## config.mk

```make
export PLATFORM = sky130hd
export DESIGN_NAME = seq_det_ctrl
export DESIGN_NICKNAME = d
export VERILOG_FILES = /design/src/rtl/seq_det_pkg.sv /design/src/rtl/seq_det_match_core.sv /design/src/rtl/seq_det_ctrl.sv
export SDC_FILE = /design/constraint.sdc
export NUM_CORES = 1
export LEC_CHECK = 0
export ABC_AREA = 1
export CELL_PAD_IN_SITES_DETAIL_PLACEMENT = 1
export CELL_PAD_IN_SITES_GLOBAL_PLACEMENT = 2
export CORE_UTILIZATION = 27
export CTS_CLUSTER_DIAMETER = 120
export DETAILED_ROUTE_END_ITERATION = 7
export GPL_TIMING_DRIVEN = 0
export PLACE_DENSITY = 0.71
export SYNTH_ARGS = -nofsm -noshare
export SYNTH_HDL_FRONTEND = slang
export SYNTH_SLANG_ARGS = --single-unit
```

## constraint.sdc

```tcl
create_clock -name clk -period 1.9 [get_ports clk]
set_input_delay 0.19 -clock clk [delete_from_list [all_inputs] [get_ports clk]]
set_output_delay 0.19 -clock clk [all_outputs]
set_load 0.02 [all_outputs]
```

## src/rtl/seq_det_pkg.sv

```systemverilog
// seq_det_pkg: FSM state encodings and default sizes shared by the sequence-detect controller.
package seq_det_pkg;
   typedef enum logic [1:0] {
      ST_IDLE  = 2'b00,
      ST_SHIFT = 2'b01,
      ST_DONE  = 2'b10
   } state_e;
   localparam int DEF_DATA_W = 16;
   localparam int DEF_PAT_W  = 5;
   localparam int DEF_CNT_W  = 5;
endpackage

```

## src/rtl/seq_det_match_core.sv

```systemverilog
// seq_det_match_core: pattern history, fill counter, pattern compare and registered hit.
// SEQ_DET_CTRL_OVERLAP_EN keeps the fill count after a match so overlapping hits are counted.
module seq_det_match_core import seq_det_pkg::*; #(
   parameter int PAT_W = DEF_PAT_W
) (
   input  logic             clk,
   input  logic             reset,
   input  logic             en,
   input  logic             clr,
   input  logic             bit_in,
   input  logic [PAT_W-1:0] pattern,
   output logic             match,
   output logic             hit
);
   localparam int FW = $clog2(PAT_W + 1);
   localparam logic [FW-1:0] FULL = FW'(PAT_W);
   logic [PAT_W-1:0] hist_q, hist_d, hist_nx, pat_q, pat_d;
   logic [FW-1:0]    fill_q, fill_d, fill_inc;
   logic             hit_q;
   always_comb begin
      hist_nx  = {hist_q[PAT_W-2:0], bit_in};
      hist_d   = clr ? '0 : en ? hist_nx : hist_q;
      pat_d    = clr ? pattern : pat_q;
      fill_inc = (fill_q == FULL) ? fill_q : fill_q + 1'b1;
      match    = en && (hist_nx == pat_q) && (fill_inc == FULL);
`ifdef SEQ_DET_CTRL_OVERLAP_EN
      fill_d   = clr ? '0 : en ? fill_inc : fill_q;
`else
      fill_d   = clr ? '0 : !en ? fill_q : match ? '0 : fill_inc;
`endif
   end
   always_ff @(posedge clk or negedge reset) begin
      if (!reset) begin
         hist_q <= '0;
         pat_q  <= '0;
         fill_q <= '0;
         hit_q  <= 1'b0;
      end else begin
         hist_q <= hist_d;
         pat_q  <= pat_d;
         fill_q <= fill_d;
         hit_q  <= match;
      end
   end
   assign hit = hit_q;
endmodule

```

## src/rtl/seq_det_ctrl.sv

```systemverilog
// seq_det_ctrl: loads a word on start and streams it MSB-first into the match core, counting hits.
// Overlapping-match counting is enabled by defining SEQ_DET_CTRL_OVERLAP_EN.
module seq_det_ctrl import seq_det_pkg::*; #(
   parameter int DATA_W = DEF_DATA_W,
   parameter int PAT_W  = DEF_PAT_W,
   parameter int CNT_W  = DEF_CNT_W
) (
   input  logic              clk,
   input  logic              reset,
   input  logic              start,
   input  logic [DATA_W-1:0] data_in,
   input  logic [PAT_W-1:0]  pattern,
   output logic              bit_out,
   output logic              hit,
   output logic [CNT_W-1:0]  hit_count,
   output logic              busy,
   output logic              done,
   output logic [1:0]        state
);
   localparam int BW = $clog2(DATA_W);
   localparam logic [BW-1:0] LAST = BW'(DATA_W - 1);
   state_e            state_q, state_d;
   logic [DATA_W-1:0] shreg_q, shreg_d;
   logic [BW-1:0]     bitcnt_q, bitcnt_d;
   logic [CNT_W-1:0]  hit_count_q, hit_count_d;
   logic              start_ok, shifting, match;
   assign start_ok = (state_q == ST_IDLE) && start;
   assign shifting = (state_q == ST_SHIFT);
   always_ff @(posedge clk or negedge reset) begin
      if (!reset) state_q <= ST_IDLE;
      else        state_q <= state_d;
   end
   // DONE and the illegal code both fall back to IDLE
   always_comb begin
      state_d = start_ok ? ST_SHIFT :
                shifting ? ((bitcnt_q == LAST) ? ST_DONE : ST_SHIFT) : ST_IDLE;
   end
   always_comb begin
      busy    = shifting;
      done    = (state_q == ST_DONE);
      bit_out = shifting & shreg_q[DATA_W-1];
      state   = state_q;
   end
   always_comb begin
      shreg_d     = start_ok ? data_in : shifting ? {shreg_q[DATA_W-2:0], 1'b0} : shreg_q;
      bitcnt_d    = start_ok ? '0 : shifting ? bitcnt_q + 1'b1 : bitcnt_q;
      hit_count_d = start_ok ? '0 : (match && hit_count_q != '1) ? hit_count_q + 1'b1 : hit_count_q;
   end
   always_ff @(posedge clk or negedge reset) begin
      if (!reset) begin
         shreg_q     <= '0;
         bitcnt_q    <= '0;
         hit_count_q <= '0;
      end else begin
         shreg_q     <= shreg_d;
         bitcnt_q    <= bitcnt_d;
         hit_count_q <= hit_count_d;
      end
   end
   assign hit_count = hit_count_q;
   seq_det_match_core #(.PAT_W(PAT_W)) u_core (
      .clk     (clk),
      .reset   (reset),
      .en      (shifting),
      .clr     (start_ok),
      .bit_in  (bit_out),
      .pattern (pattern),
      .match   (match),
      .hit     (hit)
   );
endmodule
```

==> impl_metrics.env <==
export IMPL_grt_overflow_total=0
export IMPL_num_vias=1565
export IMPL_max_freq_mhz=586
export IMPL_cp_arrival_ns=1.52
export IMPL_power_density_mw_per_mm2=1450
export IMPL_slowest_stage="clkdlybuf4s50_1"
export IMPL_path_cells="inv_2 > nor2_1 > clkdlybuf4s50_1"
export IMPL_fin_ws_ns=0.193
export IMPL_die_y_um=86.3
export IMPL_final_max_slew_viol_count=0
export IMPL_r2r_setup_slack_ns=0.30
export IMPL_port_buffers=34
export IMPL_synth_top_cell_by_area="dfrtp_1"
export IMPL_clk_latency_ns=0.30
export IMPL_cp_top_family="buffers and inverters"
export IMPL_routed_wl_mm=4.56
export IMPL_status="completed"
export IMPL_r2r_start="hit_count[0]"
export IMPL_fin_cells=358
export IMPL_syn_cell_area_mm2=0.00192
export IMPL_yosysSeqAreaShare_pct=52.2
export IMPL_clk_pin_slew_worst_paths_ns=0.08
export IMPL_synth_edf_count=0
export IMPL_io_pins=35
export IMPL_syn_inst=218
export IMPL_diodes=0
export IMPL_die_w_um=86.3
export IMPL_gp_congestion=0.710
export IMPL_pre_cts_ws_ns=0.272
export IMPL_cp_max_fo=4
export IMPL_fp_row_count=30
export IMPL_dpl_cell_count=349
export IMPL_drc=0
export IMPL_synth_seq_cells=40
export IMPL_crit_buf_inv=2
export IMPL_drt_vias_per_instance=4.37
export IMPL_cts_max_level=2
export IMPL_first_iter_violations=40
export IMPL_whs_ns=0.306
export IMPL_reg2reg_depth=8
export IMPL_peakVddDrop_uv=350
export IMPL_power_mw=3.61
export IMPL_final_core_util_pct=36.5
export IMPL_drtAntennaViolNets=0
export IMPL_crit_path_start_kind="flip-flop"
export IMPL_start_util_pct=28.1
export IMPL_firstDrtPassIters=4
export IMPL_synth_area_leaders="dfrtp_1 52%, nand2_1 12%, inv_1 6.3%, o221ai_1 5.5%, nand3_1 3.7%"
export IMPL_synth_common_cells="60 x nand2_1, 40 x dfrtp_1, 32 x inv_1, 14 x nand3_1, 12 x o221ai_1"
export IMPL_cp_end_kind="primary output"
export IMPL_critPathKind="reg2out"
export IMPL_ys_warnings_count=0
export IMPL_power_leakage_nw=1.19
export IMPL_ys_flop_type="dfrtp_1"
export IMPL_grt_max_degree=32
export IMPL_postSynth_asyncResetShare_pct=100
export IMPL_placed_area_mm2=0.00239
export IMPL_dp_hpwl_mm=3.34
export IMPL_synth_top_cell_area_share_pct=52.2
export IMPL_crit_required_ns=1.71
export IMPL_setup_viol=0
export IMPL_regToRegEndpoint="hit_count[2]"
export IMPL_tightest_slew_ns=0.441
export IMPL_drive_gt1_share_pct=9.16
export IMPL_syn_avg_cell_area_um2=8.80
export IMPL_grt_pass1_wl_mm=7.95
export IMPL_cts_buffer_depth=2
export IMPL_final_area_mm2=0.00249
export IMPL_min_period_ns=1.71
export IMPL_area_delta_synth_final_pct=30.0
export IMPL_setup_tns_ns=0
export IMPL_hold_path_class="in2async"
export IMPL_coreArea_mm2=0.00683
export IMPL_synth_fp_nets=247
export IMPL_slowest_delay_ns=0.60
export IMPL_antenna_found_initial=0
export IMPL_finalNetCount=290
export IMPL_synth_most_common_cell="nand2_1"
export IMPL_min_period_over_period_pct=89.8
export IMPL_cts_tree="built"
export IMPL_numCtsBuffers=5
export IMPL_hold_viol=0
export IMPL_relSlewSlack_pct=70.6
export IMPL_cts_sinks=40
export IMPL_track_usage_pct=14.0
export IMPL_root_buffer="clkbuf_8"
export IMPL_grt_pass1_vias=1709
export IMPL_skew_ns=0.00379
export IMPL_die_area_mm2=0.00745
export IMPL_rsz0062_at_grt="no"
export IMPL_cap_violations=0
export IMPL_avgRoutedWirePerCell_um=12.7
export IMPL_yosysUniqueCellTypes=28
export IMPL_postCtsSetupBuffers=0
==> final cells by class <==
| class | instances | area, µm² |
|---|---|---|
| buffer | 6 | 31.3 |
| clock inverter | 3 | 23.8 |
| timing repair buffer | 36 | 363 |
| inverter | 35 | 131 |
| fill | 824 | 4340 |
| tap | 96 | 120 |
| multi-input combinational | 137 | 754 |
| clock buffer | 5 | 68.8 |
| sequential | 40 | 1000 |
==> cell families after synthesis <==
family / synth area share, %
and+or+nand+nor: 21.5
buffers and inverters: 8.48
AOI/OAI and AO/OA: 12.3
DFF: 52.2
xor gates and xnor gates: 2.28
adders and majority gates: 3.26
==> worst max path at each step <==
| stage | start | end | slack [ns] | cells past startpoint |
|---|---|---|---|---|
| finish | state[1] | done | 0.19 | 3 |
| global route | state[1] | done | 0.14 | 3 |
| CTS | state[1] | done | 0.17 | 3 |
| detailed placement | state[0] | busy | 0.27 | 3 |
| global placement | reset | bitcnt_q[2] | -0.50 | 1 |
| floorplan | hit_count[0] | hit_count[2] | 0.38 | 7 |
==> layer usage <==
| metal | global-route usage [%] | vias to the layer above | wire length, µm | part of all wire (%) |
|---|---|---|---|---|
| met3 | 3.43 | 7 | 148 | 3.2 |
| met4 | 5.00 | 0 | 71 | 1.6 |
| li1 | - | 799 | - | - |
| met1 | 17.3 | 728 | 2150 | 47 |
| met5 | 0 | - | 0 | 0 |
| met2 | 23.9 | 31 | 2190 | 48 |
==> where the power goes <==
group	switching [mW]	leakage, nW	internal [mW]	total (mW)
Clock	0.329	0.0404	0.260	0.589
Sequential	0.236	0.504	1.21	1.45
Combinational	0.937	0.644	0.640	1.58
Total	1.50	1.19	2.11	3.61
==> layout by cell type (no fill, tap or decap), types with 2 or more instances in the layout <==
| master | n |
|---|---|
| a21oi_1 | 3 |
| buf_2 | 5 |
| clkbuf_8 | 5 |
| clkdlybuf4s50_1 | 31 |
| clkinvlp_4 | 2 |
| dfrtp_1 | 40 |
| dlygate4sd2_1 | 2 |
| ha_1 | 5 |
| inv_1 | 32 |
| inv_2 | 3 |
| nand2_1 | 60 |
| nand3_1 | 14 |
| nand4_1 | 3 |
| nor2_1 | 8 |
| nor2_4 | 2 |
| o211ai_1 | 2 |
| o21ai_0 | 11 |
| o221ai_1 | 12 |
| o22ai_1 | 3 |
| xnor2_1 | 2 |
| xor2_1 | 3 |
==> state kept, by name, summed over array words and instances, names as in the netlist <==
name	flops
bitcnt_q	4
u_core.hit	1
u_core.hist_q	4
hit_count	5
state	2
u_core.pat_q	5
u_core.fill_q	3
shreg_q	16
==> repair_timing <==
action	4_1_cts	5_1_grt
resized for setup	2	0
endpoints found under the hold margin	9	0
endpoints found under the setup margin	2	0
hold buffers	1	0
(Power assumes the default switching activity.)
